**config.mk**
```make
export PLATFORM = sky130hd
export DESIGN_NAME = blake2s_stream_ctrl
export DESIGN_NICKNAME = d
export VERILOG_FILES = /design/src/rtl/blake2_pkg.sv /design/src/rtl/blake2s_block_buf.sv /design/src/rtl/blake2s_stream_ctrl.sv
export SDC_FILE = /design/constraint.sdc
export NUM_CORES = 2
export LEC_CHECK = 0
export ABC_AREA = 1
export CORE_AREA = 2 2 369 371
export DETAILED_ROUTE_END_ITERATION = 8
export DIE_AREA = 0 0 371 373
export REMOVE_ABC_BUFFERS = 1
export SYNTH_ARGS = -nofsm -noshare
export SYNTH_HDL_FRONTEND = slang
export SYNTH_SLANG_ARGS = --single-unit
```
**constraint.sdc**
```tcl
create_clock -name clk -period 25 [get_ports clk]
set_input_delay 5 -clock clk [delete_from_list [all_inputs] [get_ports clk]]
set_output_delay 5 -clock clk [all_outputs]
set_load 0.05 [all_outputs]
```
**src/rtl/blake2_pkg.sv**
```systemverilog
// Shared constants, controller state type and block byte-lane mapping
// for the BLAKE2s streaming front end.
package blake2_pkg;

    localparam int BLOCK_BYTES = 64;
    localparam int BLOCK_BITS  = BLOCK_BYTES * 8;
    localparam int LEN_W       = 64;
    // Byte count inside a block runs 0..64 inclusive, so it needs 7 bits.
    localparam int CNT_W       = 7;

    typedef enum logic [2:0] {
        ST_IDLE,
        ST_WAIT_INIT,
        ST_FILL,
        ST_WAIT_NEXT,
        ST_WAIT_FINAL,
        ST_DONE
    } state_t;

    // MSB position of byte idx inside the 512-bit block: byte 0 sits at [511:504].
    function automatic logic [8:0] byte_msb(input logic [5:0] idx);
        return 9'(BLOCK_BITS - 1) - {idx, 3'b000};
    endfunction

endpackage

```
**src/rtl/blake2s_block_buf.sv**
```systemverilog
// 64-byte block packer: writes one byte at the current fill index,
// tracks the fill count and clears both on request.
module blake2s_block_buf
    import blake2_pkg::*;
(
    input  logic                  clk,
    input  logic                  rst,
    input  logic                  i_clr,
    input  logic                  i_wr,
    input  logic [7:0]            i_data,
    output logic [BLOCK_BITS-1:0] o_block,
    output logic [CNT_W-1:0]      o_count
);

    logic [BLOCK_BITS-1:0] r_block;
    logic [CNT_W-1:0]      r_count;
    logic                  w_full;

    // Count 64 is the only value with the top bit set.
    assign w_full  = r_count[CNT_W-1];
    assign o_block = r_block;
    assign o_count = r_count;

    // Block storage and fill index; clear wins over a same-cycle write.
    // NOTE: the block register is reset (not just cleared on init) because it
    // drives core_block directly, which must read zero out of reset; every
    // clocked update uses non-blocking assignments so readers see the old value.
    always_ff @(posedge clk or posedge rst) begin
        if (rst) begin
            r_block <= '0;
            r_count <= '0;
        end else if (i_clr) begin
            r_block <= '0;
            r_count <= '0;
        end else if (i_wr && !w_full) begin
            r_block[byte_msb(r_count[5:0]) -: 8] <= i_data;
            r_count <= r_count + 7'd1;
        end
    end

endmodule

```
**src/rtl/blake2s_stream_ctrl.sv**
```systemverilog
// Streaming front end for the BLAKE2s core: packs a byte stream into
// 64-byte blocks, issues init/next/final commands with the running length,
// and captures the truncated digest.
module blake2s_stream_ctrl
    import blake2_pkg::*;
#(
    parameter int DIGEST_BITS = 88,
    parameter int BLOCK_BYTES = blake2_pkg::BLOCK_BYTES
) (
    input  logic                   clk,
    input  logic                   rst,
    input  logic [7:0]             s_data,
    input  logic                   s_valid,
    input  logic                   s_last,
    output logic                   s_ready,
    output logic                   core_init,
    output logic                   core_next,
    output logic                   core_final,
    output logic [BLOCK_BITS-1:0]  core_block,
    output logic [LEN_W-1:0]       core_length,
    input  logic                   core_ready,
    input  logic [255:0]           core_digest,
    input  logic                   core_digest_valid,
    output logic [DIGEST_BITS-1:0] digest,
    output logic                   digest_valid
);

    state_t                 r_state;
    logic                   r_core_init;
    logic                   r_core_next;
    logic                   r_core_final;
    logic                   r_skip;
    logic                   r_digest_valid;
    logic [LEN_W-1:0]       r_total;
    logic [LEN_W-1:0]       r_core_length;
    logic [DIGEST_BITS-1:0] r_digest;

    logic [CNT_W-1:0]       w_count;
    logic                   w_full;
    logic                   w_accept;
    logic                   w_start;
    logic                   w_next_done;
    logic                   w_buf_clr;

    assign w_full      = (w_count == CNT_W'(BLOCK_BYTES));
    assign s_ready     = (r_state == ST_FILL) && (w_count < CNT_W'(BLOCK_BYTES));
    assign w_accept    = s_valid && s_ready;
    assign w_start     = ((r_state == ST_IDLE) || (r_state == ST_DONE)) && s_valid && core_ready;
    assign w_next_done = (r_state == ST_WAIT_NEXT) && !r_skip && core_ready;
    // The buffer is emptied at init and once the core has taken a non-final block.
    assign w_buf_clr   = w_start || w_next_done;

    assign core_init    = r_core_init;
    assign core_next    = r_core_next;
    assign core_final   = r_core_final;
    assign core_length  = r_core_length;
    assign digest       = r_digest;
    assign digest_valid = r_digest_valid;

    blake2s_block_buf u_buf (
        .clk     (clk),
        .rst     (rst),
        .i_clr   (w_buf_clr),
        .i_wr    (w_accept),
        .i_data  (s_data),
        .o_block (core_block),
        .o_count (w_count)
    );

    // Only the top DIGEST_BITS of the core hash are kept.
    generate
        if (DIGEST_BITS < 256) begin : g_unused
            logic w_unused_digest_lsbs;
            assign w_unused_digest_lsbs = ^core_digest[255-DIGEST_BITS:0];
        end
    endgenerate

    // Controller FSM: command pulses, running length and digest capture.
    always_ff @(posedge clk or posedge rst) begin
        if (rst) begin
            r_state        <= ST_IDLE;
            r_core_init    <= 1'b0;
            r_core_next    <= 1'b0;
            r_core_final   <= 1'b0;
            r_skip         <= 1'b0;
            r_digest_valid <= 1'b0;
            r_total        <= '0;
            r_core_length  <= '0;
            r_digest       <= '0;
        end else begin
            r_core_init  <= 1'b0;
            r_core_next  <= 1'b0;
            r_core_final <= 1'b0;
            // r_skip marks the command cycle itself, when core_ready has not
            // yet had a chance to fall in response to the command.
            r_skip       <= 1'b0;
            case (r_state)
                ST_IDLE, ST_DONE: begin
                    if (w_start) begin
                        r_core_init    <= 1'b1;
                        r_digest_valid <= 1'b0;
                        r_total        <= '0;
                        r_core_length  <= '0;
                        r_skip         <= 1'b1;
                        r_state        <= ST_WAIT_INIT;
                    end
                end
                ST_WAIT_INIT: begin
                    if (!r_skip && core_ready) begin
                        r_state <= ST_FILL;
                    end
                end
                ST_FILL: begin
                    if (w_accept) begin
                        r_total <= r_total + 64'd1;
                        if (s_last) begin
                            r_core_final  <= 1'b1;
                            r_core_length <= r_total + 64'd1;
                            r_skip        <= 1'b1;
                            r_state       <= ST_WAIT_FINAL;
                        end
                    end else if (w_full && s_valid && core_ready) begin
                        // A full block goes out as non-final only once another
                        // byte is waiting; that byte is taken after the refill.
                        r_core_next   <= 1'b1;
                        r_core_length <= r_total;
                        r_skip        <= 1'b1;
                        r_state       <= ST_WAIT_NEXT;
                    end
                end
                ST_WAIT_NEXT: begin
                    if (w_next_done) begin
                        r_state <= ST_FILL;
                    end
                end
                ST_WAIT_FINAL: begin
                    // A digest_valid still high from an earlier hash is not
                    // trusted in the cycle the final command is issued.
                    if (!r_skip && core_digest_valid) begin
                        r_digest       <= core_digest[255 -: DIGEST_BITS];
                        r_digest_valid <= 1'b1;
                        r_state        <= ST_DONE;
                    end
                end
                default: begin
                    r_state <= ST_IDLE;
                end
            endcase
        end
    end

endmodule

```
==> flow_metrics.tcl <==
set metrics [dict create \
    status "completed" \
    worstRegToRegCells 7 \
    detail_route.iter0.violations 2640 \
    cts_root_buf "clkbuf_16" \
    cts_setup_buffers 0 \
    setup_viol 0 \
    final_max_slew_viol_count 0 \
    period_needed_ns 8.80 \
    nets 4619 \
    clk_latency_ns 0.69 \
    wirelength_um 144000 \
    grt_max_degree 203 \
    synth_area_mm2 0.0318 \
    die_h_um 373 \
    fin_worst_skew_ns 0.0578 \
    yosysSeqAreaShare 0.584 \
    cts_tree "built" \
    critPathMaxFanout 165 \
    fp-row-count 135 \
    drc 0 \
    relSlewSlack 0.224 \
    end_kind "flip-flop" \
    whs_ns 0.468 \
    cp.arrival_ns 9.40 \
    synth_area_leader_cell "dfrtp_1" \
    synth_top_area_frac 0.584 \
    gr-usage-all-layers 0.202 \
    p_leak_nw 18.9 \
    cts.sinks 743 \
    cts_hold_buf 0 \
    slowest_stage "nor2_4" \
    start_kind "primary input" \
    syn_avg_cell_area_um2 8.68 \
    yosys-top-cells-area "dfrtp_1 58%, nand2_1 9.6%, nand3_1 9.4%, o21ai_0 9.4%, inv_1 2.4%" \
    crit_path_start "s_valid" \
    routedWlPerCell_um 23.2 \
    maxCapViolations 0 \
    grt_util_met3 0.0720 \
    synth-edff-count 0 \
    num_vias 29408 \
    critical_path_required_ns 25.60 \
    synth_cells 3667 \
    final_util 0.328 \
    initial_core_util 0.237 \
    numPortBuffers 770 \
    worst_pin_slew_ns 1.16 \
    path_cells "clkdlybuf4s50_1 -> nand2_1 -> inv_1 -> nand4_1 -> inv_1 -> nor2_4 -> buf_4 -> buf_12 -> buf_4 -> o21ai_0 -> a21oi_1" \
    clk_pin_slew_ns 0.06 \
    globalplace.congestion 0.888 \
    via_per_inst 4.75 \
    hold_depth 2 \
    die_area_mm2 0.138 \
    busiest_layer "met2" \
    ys_warn_count 0 \
    pin_count 939 \
    core_mm2 0.135 \
    r2r_slack_ns 20.01 \
    peakVddDrop_mv 0.0587 \
    cts_buffer_depth 3 \
    cp_slowest_stage_delay_ns 0.80 \
    r2r-start "r_state[2]" \
    synth-seq-cells 743 \
    endpoint "u_buf.o_block[309]" \
    cts_buffers 87 \
    criticalPathCategory "primary input to flip-flop" \
    hp-class "flip-flop to flip-flop" \
    use_met1 0.251 \
    dp_hpwl_um 103000 \
    synth.distinct_cells 32 \
    gr-usage-met2 0.321 \
    place_inst 6034 \
    fin_crit_sh 0.352 \
    rsz0062_at_grt "no" \
    grt_pass1_vias 28652 \
    drive_above_1_share 0.0479 \
    htree_levels 3 \
    ys.flop_type "dfrtp_1" \
    fmax_mhz 114 \
    hold_viol_final 0 \
    dr.pass1.iters 5 \
    die_w_um 371 \
    grt_pass1_wl_um 205000 \
    overflow 0 \
    async_reset_ff_frac 1.00 \
    antenna_left 0 \
    area_delta_synth_final_pct 38.5 \
    fin_cells 6194 \
    r2r-end "u_buf.o_block[34]" \
    grt_antenna_before_repair 11 \
    power_density_mw_per_mm2 92.1 \
    cts_resized 0 \
]
## area by class of cell
cell class	instances	area (um^2)
Clock inverter	28	373
Clock buffer	127	2480
Multi-Input combinational cell	2482	11500
Sequential cell	743	18600
Tap cell	1781	2230
Inverter	221	840
Timing Repair Buffer	807	8040
Antenna cell	5	12.5
Fill cell	13985	90500
## metal layers
| metal | share of wire | vias to the layer above |
|---|---|---|
| li1 | - | 13657 |
| met1 | 0.41 | 14368 |
| met2 | 0.46 | 1177 |
| met3 | 0.098 | 206 |
| met4 | 0.036 | 0 |
| met5 | 0 | - |
## critical path, delay by kind of cell
kind	cells	cell delay (ns)
simple gates	3	1.20
buf+inv	6	2.36
compound gates	2	0.38
## stage by stage
step | instance area, um^2 | TNS [ns] | power [mW] | setup WS, ns
6_report | 44100 | 0 | 4.06 | 16.20
5_1_grt | 44100 | 0 | 4.24 | 15.74
4_1_cts | 44100 | 0 | 4.11 | 16.25
3_5_place_dp | 41200 | 0 | 2.81 | 15.46
3_3_place_gp | 41200 | 0 | 2.80 | 15.50
2_1_floorplan | 30900 | -631.07 | 2.22 | -0.849
## placed cells by master (no fill, tap or decap), types with 4 or more instances in the layout
cell type        instances
a21oi_1                 80
clkinvlp_4               4
inv_1                  203
ha_1                     7
clkinv_2                 9
bufinv_16                6
inv_6                    5
nand3_1                597
clkbuf_1                25
nor3_1                  23
dfrtp_1                740
clkdlybuf4s50_1        770
nand2_1                814
o22ai_1                  8
diode_2                  5
xor2_1                   7
o21ai_0                595
clkinv_1                 7
nor2_1                 195
nor3_2                   8
nor2_2                   9
clkbuf_16               87
inv_2                    8
clkbuf_8                15
a31oi_1                 20
nor2_4                   5
o21a_1                  22
buf_12                   4
nand4_1                 54
buf_4                   33
o21ai_1                 26
## sequential cells by signal (all words and copies together) (netlist names)
| register | flops |
|---|---|
| core_init | 1 |
| core_final | 1 |
| u_buf.o_count | 7 |
| r_skip | 1 |
| r_total | 64 |
| core_length | 64 |
| r_state | 3 |
| digest_valid | 1 |
| digest | 88 |
| u_buf.o_block | 512 |
| core_next | 1 |
## cells in the mapped netlist, types with 2 or more instances
cell type	instances
ha_1	7
o22ai_1	8
o21a_1	22
nand2_1	815
nor2_2	9
nand3_1	598
buf_4	12
o21ai_1	26
inv_1	205
dfrtp_1	743
nor3_1	31
nor2_4	2
nor2_1	198
nand4_1	54
o31ai_1	3
buf_1	8
buf_2	69
a21oi_1	80
inv_2	7
a31oi_1	20
xor2_1	7
clkinv_1	9
clkbuf_1	131
o21ai_0	595
## report_power, final
part           switching (mW)  internal, mW  leakage, nW  total (mW)
clock network           0.537         0.752         1.38        1.29
registers               0.113          1.34         10.2        1.45
logic                   0.987         0.331         7.33        1.32
## logic make-up after synthesis
logic type | after synthesis | share of synthesized area
simple gates | 1713 | 0.233
compound gates | 755 | 0.122
flops | 743 | 0.584
buf+inv | 442 | 0.0565
xor+xnor | 7 | 0.00193
fa+ha+maj | 7 | 0.00275
## how the worst min path moves through the flow
| stage | slack, ns | from | endpoint |
|---|---|---|---|
| 6_report | 0.47 | digest[47] | digest[47] |
| 5_1_grt | 0.48 | digest[30] | digest[30] |
| 4_1_cts | 0.47 | digest[26] | digest[26] |
| 3_5_place_dp | 0.46 | digest[47] | digest[47] |
| 3_3_place_gp | 0.45 | digest[20] | digest[20] |
| 2_1_floorplan | 0.45 | r_state[0] | r_state[0] |
No activity file was read; power rests on OpenSTA's default activity.
